File: src/rtl/mem_port_arbiter.sv
// mem_port_arbiter: two-port (inst / data) arbiter onto a single SRAM-like
// memory port. One transaction outstanding at a time; data wins contention
// unless inst has been passed over STARVE_LIMIT times in a row.
module mem_port_arbiter #(
  parameter int ADDR_W       = 32,
  parameter int DATA_W       = 32,
  parameter int STARVE_LIMIT = 4
) (
  input  logic                clk,
  input  logic                resetn,
  // fetch port
  input  logic                inst_req,
  input  logic [ADDR_W-1:0]   inst_addr,
  input  logic                inst_cancel,
  output logic                inst_addr_ok,
  output logic                inst_valid_f,
  output logic [DATA_W-1:0]   inst_rdata_f,
  // load/store port
  input  logic                data_req,
  input  logic                data_wr,
  input  logic [DATA_W/8-1:0] data_wstrb,
  input  logic [ADDR_W-1:0]   data_addr,
  input  logic [DATA_W-1:0]   data_wdata,
  output logic                data_addr_ok,
  output logic                data_data_ok_m,
  output logic [DATA_W-1:0]   data_rdata_m,
  // downstream memory
  output logic                mem_req,
  output logic                mem_wr,
  output logic [DATA_W/8-1:0] mem_wstrb,
  output logic [ADDR_W-1:0]   mem_addr,
  output logic [DATA_W-1:0]   mem_wdata,
  input  logic                mem_addr_ok,
  input  logic                mem_data_ok,
  input  logic [DATA_W-1:0]   mem_rdata
);

  localparam int STRB_W = DATA_W / 8;
  localparam int SW     = (STARVE_LIMIT > 0) ? $clog2(STARVE_LIMIT + 1) : 1;

  typedef enum logic [1:0] {S_IDLE, S_ADDR, S_DATA, S_RESP} state_t;

  state_t              r_state, w_next;
  logic                r_owner_data;   // 1: data port owns the transaction
  logic                r_drop;         // fetch cancelled, suppress its response
  logic [SW-1:0]       r_starve;
  logic                r_wr;
  logic [STRB_W-1:0]   r_wstrb;
  logic [ADDR_W-1:0]   r_addr;
  logic [DATA_W-1:0]   r_wdata;
  logic [DATA_W-1:0]   r_inst_rdata;
  logic [DATA_W-1:0]   r_data_rdata;

  logic w_idle, w_inst_cand, w_starved, w_grant_inst, w_grant_data;

  // A fetch raised together with its own cancel is not a candidate.
  assign w_idle       = (r_state == S_IDLE);
  assign w_inst_cand  = inst_req & ~inst_cancel;
  assign w_starved    = (r_starve == SW'(STARVE_LIMIT));
  // Grants are gated by resetn so no addr_ok leaks out while held in reset.
  assign w_grant_inst = resetn & w_idle & w_inst_cand & (~data_req | w_starved);
  assign w_grant_data = resetn & w_idle & data_req & ~(w_inst_cand & w_starved);

  // State register
  always_ff @(posedge clk or negedge resetn) begin
    if (!resetn) r_state <= S_IDLE;
    else         r_state <= w_next;
  end

  // Next-state logic; mem_data_ok only counts once we are in DATA
  always_comb begin
    w_next = r_state;
    case (r_state)
      S_IDLE: if (w_grant_inst | w_grant_data) w_next = S_ADDR;
      S_ADDR: if (mem_addr_ok)                 w_next = S_DATA;
      S_DATA: if (mem_data_ok)                 w_next = S_RESP;
      S_RESP:                                  w_next = S_IDLE;
      default:                                 w_next = S_IDLE;
    endcase
  end

  // Output logic: handshakes and one-cycle response strobes
  always_comb begin
    inst_addr_ok   = w_grant_inst;
    data_addr_ok   = w_grant_data;
    mem_req        = (r_state == S_ADDR);
    inst_valid_f   = (r_state == S_RESP) & ~r_owner_data & ~r_drop & ~inst_cancel;
    data_data_ok_m = (r_state == S_RESP) & r_owner_data;
  end

  // Latch the winner's request fields at acceptance
  always_ff @(posedge clk or negedge resetn) begin
    if (!resetn) begin
      r_owner_data <= 1'b0;
      r_wr         <= 1'b0;
      r_wstrb      <= '0;
      r_addr       <= '0;
      r_wdata      <= '0;
    end else if (w_grant_data) begin
      r_owner_data <= 1'b1;
      r_wr         <= data_wr;
      r_wstrb      <= data_wstrb;
      r_addr       <= data_addr;
      r_wdata      <= data_wdata;
    end else if (w_grant_inst) begin
      r_owner_data <= 1'b0;
      r_wr         <= 1'b0;
      r_wstrb      <= '0;
      r_addr       <= inst_addr;
      r_wdata      <= '0;
    end
  end

  // Starvation counter: counts data grants that passed over a waiting fetch
  always_ff @(posedge clk or negedge resetn) begin
    if (!resetn)                                       r_starve <= '0;
    else if (w_grant_inst)                             r_starve <= '0;
    else if (w_grant_data & inst_req & ~w_starved)     r_starve <= r_starve + SW'(1);
  end

  // Drop flag: a fetch cancelled after acceptance still runs on the bus
  always_ff @(posedge clk or negedge resetn) begin
    if (!resetn)                                         r_drop <= 1'b0;
    else if (r_state == S_RESP)                          r_drop <= 1'b0;
    else if (!w_idle && !r_owner_data && inst_cancel)    r_drop <= 1'b1;
  end

  // Capture read data into the owner's response register; others hold
  always_ff @(posedge clk or negedge resetn) begin
    if (!resetn) begin
      r_inst_rdata <= '0;
      r_data_rdata <= '0;
    end else if (r_state == S_DATA && mem_data_ok) begin
      if (r_owner_data)                 r_data_rdata <= mem_rdata;
      else if (!r_drop && !inst_cancel) r_inst_rdata <= mem_rdata;
    end
  end

  assign mem_wr       = r_wr;
  assign mem_wstrb    = r_wstrb;
  assign mem_addr     = r_addr;
  assign mem_wdata    = r_wdata;
  assign inst_rdata_f = r_inst_rdata;
  assign data_rdata_m = r_data_rdata;

endmodule

File: config.mk
export PLATFORM = sky130hd
export DESIGN_NAME = mem_port_arbiter
export DESIGN_NICKNAME = d
export VERILOG_FILES = /design/src/rtl/mem_port_arbiter.sv
export SDC_FILE = /design/constraint.sdc
export NUM_CORES = 1
export LEC_CHECK = 0
export CAP_MARGIN = 20
export CORE_MARGIN = 2
export CORE_UTILIZATION = 40
export DETAILED_ROUTE_END_ITERATION = 10
export PLACE_DENSITY_LB_ADDON = 0.15
export REMOVE_ABC_BUFFERS = 1
export SLEW_MARGIN = 20
export SYNTH_ARGS = -nofsm -noshare
export SYNTH_HDL_FRONTEND = slang
export SYNTH_SLANG_ARGS = --single-unit
File: constraint.sdc
create_clock -name clk -period 2.3 [get_ports clk]
set_input_delay 0.46 -clock clk [delete_from_list [all_inputs] [get_ports clk]]
set_output_delay 0.46 -clock clk [all_outputs]
set_load 0.01 [all_outputs]
==> results of run 1 <==
==> report_power, final <==
part           internal, W  switching, W  total [W]
sequential         0.00367      0.000709    0.00438
clock              0.00179      0.000956    0.00275
combinational      0.00303       0.00198    0.00501
total              0.00849       0.00365     0.0121
==> kinds of logic after synthesis <==
group / count (synthesis) / synth area share [%]
simple gates: 85 / 6.737
compound gates: 78 / 10.92
fa+ha+maj: 7 / 1.598
flops: 140 / 63.94
buf+inv: 33 / 3.083
mux: 67 / 13.72
==> cells in the final DEF, fill, tap and decap left out, types with 2 or more instances in the layout <==
cell type        Yosys  routed
nor2b_1              2       2
dfrtp_1            140     140
nor3_1               2       2
bufinv_16            0       2
ha_1                 7       6
clkdlybuf4s50_1      0     272
o22ai_1             33      33
clkbuf_8             0       7
clkbuf_16            0      17
buf_4                3      15
mux2i_1              2       2
buf_12               0       2
nor2_1              68      68
mux2_2               2       2
inv_2                2       3
mux2_1              63      63
inv_1                7       5
a22o_1              37      37
clkbuf_1             4       2
clkinv_2             0       4
nand2_1              5       5
==> metrics by stage <==
stage                     hold WS, ns  setup slack [ns]  TNS (ns)  std cells
final                          0.1333            0.1155         0        888
after global routing           0.1760           0.02410         0        888
after CTS                      0.1439          0.007631         0        888
after detailed placement       0.4760           -0.1523   -0.4195        856
after global placement         0.4676           -0.1531   -0.4451        856
after floorplan                0.1644          -0.08051    -2.576        386
==> layer usage <==
metal / track usage (%) / vias to the layer above / wire length [um]
met3: 8.506 / 19 / 1573
met4: 9.084 / 0 / 299
met2: 33.95 / 211 / 7423
met1: 24.94 / 2147 / 6075
li1: - / 2034 / -
met5: 0 / - / 0
==> timing repair <==
action | 4_1_cts | 5_1_grt
cloned | 0 | 0
buffers inserted | 0 | 0
pin swaps | 0 | 0
resized for setup | 9 | 5
endpoints found under the setup margin | 3 | 3
==> path summary, 6_finish.rpt <==
kind | startpoint | end | slack [ns] | cells after the start
min in group clk | inst_rdata_f[17] | inst_rdata_f[17] | 0.49 | 1
max | r_state[1] | data_addr_ok | 0.12 | 6
min | resetn | r_drop | 0.13 | 2
max in group asynchronous | resetn | mem_wdata[28] | 1.10 | 3
min reg2reg | inst_rdata_f[17] | inst_rdata_f[17] | 0.49 | 1
max reg2reg | r_state[0] | inst_rdata_f[27] | 0.53 | 6
==> state kept, by name, indices dropped and copies added, names as in the netlist, 2 cells and up <==
name          count
data_rdata_m     32
inst_rdata_f     32
mem_addr         32
mem_wdata        32
mem_wstrb         4
r_starve          3
r_state           2
==> worst reg2reg max path: cells and delay by family, from the launching register on <==
family	cells	cell delay, ns
flip-flops	1	0.38
multiplexers	1	0.37
adder cells (fa/ha/maj)	1	0.24
buffers and inverters	2	0.34
AND/OR/NAND/NOR	2	0.32
==> cell type report <==
type / instances / area share, %
well taps: 176 / 2.416
multi-input cells: 237 / 19.98
clock inverters: 6 / 0.8786
repair buffers: 294 / 32.08
clock buffers: 26 / 5.807
flip-flops and latches: 140 / 38.44
inverters: 9 / 0.3981
==> flow_summary.toml, run 1 <==
[worst_setup_path]
startpoint_type = "flip-flop"
required_ns = 1.84
cpMaxStageDelayCell = "dfrtp_1"
path_max_fanout = 4
cp_top_family = "buffers and inverters"
crit_chain = "inv_2 > ha_2 > and2_4 > o211ai_4 > inv_4 > clkdlybuf4s15_2"
crit_path_end_kind = "output port"
cp_num_buf_inv = 3
critPathMaxStageDelay_ns = 0.41
arrival_ns = 1.72
crit_type = "reg -> out"

[cells_and_area]
multi_input_area_um2 = 1821
fillers = 976
final_util_pct = 68.55
layout-drive-gt1-share_pct = 8.848
nets = 846
areaGrowthSynthToFinish_pct = 66.34
regArea_um2 = 3503
antenna_cells = 0
fin_area_um2 = 9114

[global_routing]
track_usage_pct = 21.09
antenna_found_initial = 0
grt_max_degree = 52
grt_pass1_vias = 4725
grt_pass1_wl_um = 23830
overflow = 0

[pwr]
power.density_nw_per_um2 = 1332
power_w = 0.01214
p_leak_nw = 4.006
ir_worst_vdd_v = 0.0006297

[timing]
setup_viol = 0
clock_skew_ns = 0.005881
finalHoldViolations = 0
worst_pin_slew_ns = 0.6236
min_period_ns = 2.185
period_share_pct = 94.98
relSlewSlack_pct = 58.43
drv_slew = 0
fmax_ghz = 0.4578
rsz0062_at_grt = "false"

[drt]
vias = 4411
first_pass_iters = 4
drt_iter0_drc = 227
wire_per_inst_um = 17.31
wl_um = 15370
drc_errors = 0
postRouteAntennaNets = 0
vias_per_cell = 4.967

[synthesis]
syn_area_um2 = 5479
ys_types = 30
ys_seq_area_share_pct = 63.94
synth-edff-count = 0
yosysTopAreaCell = "dfrtp_1"
synth.avg_cell_area_um2 = 13.36
synth_cells = 410
synth_flop_cell = "dfrtp_1"
synth.most_common_cell = "dfrtp_1"
synth_warnings = 0
yosysTopAreaCellShare_pct = 63.94
ys_seq_elements = 140
synthArstFlopShare_pct = 100.0
synth_area_leaders = "dfrtp_1, mux2_1, a22o_1"
ys_top_cells_by_count = "dfrtp_1, nor2_1, mux2_1"

[placement]
gp_congestion = 0.8112
dpl_cell_area_um2 = 8499
dpl.hpwl_um = 11190
port_buffers = 277

[die]
die_y_um = 121.0
initial_core_util_pct = 41.21
ios = 278
core_region_area_um2 = 13300
row_count = 42
die_area_um2 = 14650
fp.dieW_um = 121.0

[flow_run]
maxCapViolCount = 0

[clock_tree]
clock_path_buffers = 2
cts_buffers = 17
tritoncts = "done"
htree_levels = 4
clk_latency_ns = 0.41
ctsHoldBuffers = 0
clock-sinks = 140
clkTransAtPathRegs_ns = 0.05
root_buffer = "clkbuf_16"

[outcome]
status = "finished, final reports clean"

[worst_hold_path]
hp-class = "in -> async"
(Power assumes the default switching activity.)
==> inputs of run 2 (changes only) <==
--- a/config.mk
+++ b/config.mk
@@ -7,9 +7,11 @@
 export LEC_CHECK = 0
 export CAP_MARGIN = 20
 export CORE_MARGIN = 2
-export CORE_UTILIZATION = 40
+export CORE_UTILIZATION = 50
 export DETAILED_ROUTE_END_ITERATION = 10
+export DONT_BUFFER_PORTS = 1
 export PLACE_DENSITY_LB_ADDON = 0.15
+export RECOVER_POWER = 25
 export REMOVE_ABC_BUFFERS = 1
 export SLEW_MARGIN = 20
 export SYNTH_ARGS = -nofsm -noshare
==> flow_summary.toml, run 2 (synthesis results as in run 1) <==
[drt]
wl_um = 11900
drc_errors = 0
vias = 3336
postRouteAntennaNets = 0
drt_iter0_drc = 193
wire_per_inst_um = 20.77
first_pass_iters = 4
vias_per_cell = 5.822

[cells_and_area]
final_util_pct = 57.52
regArea_um2 = 3503
final_common_cell = "dfrtp_1"
fillers = 902
antenna_cells = 0
final_cell_mix = "dfrtp_1, nor2_1, mux2_1"
nets = 567
layout-drive-gt1-share_pct = 12.93
multi_input_area_um2 = 1817
areaGrowthSynthToFinish_pct = 12.81

[worst_setup_path]
crit-reg2reg-launch = "r_state[0]"
cp_top_family = "flip-flops"
startpoint_type = "flip-flop"
arrival_ns = 1.73
path_max_fanout = 5
cp_num_buf_inv = 2
required_ns = 1.84
crit_type = "reg -> out"
critPathMaxStageDelay_ns = 0.38
cp-startpoint = "r_state[0]"
crit_chain = "inv_1 > ha_1 > and2_2 > o211ai_4 > clkinv_4"
cpMaxStageDelayCell = "dfrtp_1"
crit_path_end_kind = "output port"

[pwr]
power.internal_w = 0.005935
p_leak_nw = 2.835
p_clk_share_pct = 25.7
p_comb_share_pct = 18.1
switching_share_pct = 35.28
power.density_nw_per_um2 = 1484
ir_worst_vdd_v = 0.0007890
pwr-share-seq_pct = 56.2
power_w = 0.009171
switchingPower_w = 0.003236

[die]
die_y_um = 108.7
row_count = 38
initial_core_util_pct = 50.99
die_area_um2 = 11810
ios = 278
core_region_area_um2 = 10750
fp.dieW_um = 108.7

[global_routing]
grt_pass1_vias = 3463
grt_pass1_wl_um = 17940
track_usage_pct = 20.27
grt_max_degree = 144
met1_usage_pct = 23.15
use_met3_pct = 9.384
globalRouteMet2Util_pct = 32.05
overflow = 0
busiest_layer = "met2"
antenna_found_initial = 0

[outcome]
violations = "negative hold slack"
status = "finished, violations left"

[timing]
period_share_pct = 95.09
drv_slew = 0
setup_viol = 0
hold_ws_ns = -0.3564
fmax_ghz = 0.4572
min_period_ns = 2.187
relSlewSlack_pct = 70.88
setup_tns_ns = 0
clock_skew_ns = 0.009851
finalHoldViolations = 140
worst_pin_slew_ns = 0.4368

[clock_tree]
clk_latency_ns = 0.51
clkTransAtPathRegs_ns = 0.06
clock-sinks = 140
tritoncts = "done"
root_buffer = "clkbuf_8"
clock_path_buffers = 2
htree_levels = 4
cts_buffers = 17

[placement]
gp_congestion = 0.7842
dpl.hpwl_um = 8433
port_buffers = 0

[worst_hold_path]
hp-class = "in -> async"

[flow_run]
maxCapViolCount = 0
-- run 2: cell type report --
type	count	area share, %
repair inverters	1	0.08097
clock buffers	19	6.984
inverters	9	0.6275
well taps	140	2.834
clock inverters	13	1.498
repair buffers	14	1.903
flip-flops and latches	140	56.68
multi-input cells	237	29.39
-- run 2: worst paths after layout --
| path | end | slack, ns | cells after the start |
|---|---|---|---|
| min reg2reg | r_starve[2] | 0.49 | 1 |
| min | inst_rdata_f[14] | -0.36 | 0 |
| min in group clk | data_rdata_m[5] | 0.08 | 1 |
| max | data_addr_ok | 0.11 | 5 |
| max reg2reg | inst_rdata_f[21] | 0.48 | 6 |
| max in group asynchronous | data_rdata_m[31] | 2.45 | 0 |
-- run 2: metal layers --
metal	vias to the layer above	part of all wire, %
li1	1479	-
met1	1635	36
met2	191	49
met5	-	0
met3	31	12
met4	0	3.3
-- run 2: repair_timing --
| item | 4_1_cts | 5_1_grt |
|---|---|---|
| cloned | 0 | 1 |
| gates resized for setup | 2 | 1 |
| pin swaps | 0 | 1 |
| endpoints found under the hold margin | 140 | 140 |
| setup endpoints to repair | 1 | 1 |
| setup buffers | 0 | 3 |
-- run 2: power by group through the flow --
| stage | Combinational [W] | Sequential [W] | Clock (W) |
|---|---|---|---|
| 2_1_floorplan | 0.00137 | 0.00485 | 0 |
| 3_3_place_gp | 0.00157 | 0.00520 | 0 |
| 3_5_place_dp | 0.00169 | 0.00519 | 0 |
| 4_1_cts | 0.00167 | 0.00518 | 0.00242 |
| 5_1_grt | 0.00192 | 0.00530 | 0.00256 |
| 6_report | 0.00166 | 0.00515 | 0.00236 |
-- run 2: metrics by stage --
stage	setup WS, ns	instances	instance area (um^2)
final	0.1130	573	6181
after global routing	-0.002693	573	6181
after CTS	0.01243	569	6151
after detailed placement	0.4463	537	5623
after global placement	0.5120	537	5623
after floorplan	-0.08051	386	5344
==> inputs of run 3 (changes only) <==
--- a/config.mk
+++ b/config.mk
@@ -5,7 +5,7 @@
 export SDC_FILE = /design/constraint.sdc
 export NUM_CORES = 1
 export LEC_CHECK = 0
-export CAP_MARGIN = 20
+export CAP_MARGIN = 30
 export CORE_MARGIN = 2
 export CORE_UTILIZATION = 50
 export DETAILED_ROUTE_END_ITERATION = 10
==> results of run 3 <==
The final DEF is identical to that of run 2; final timing and power are the same.
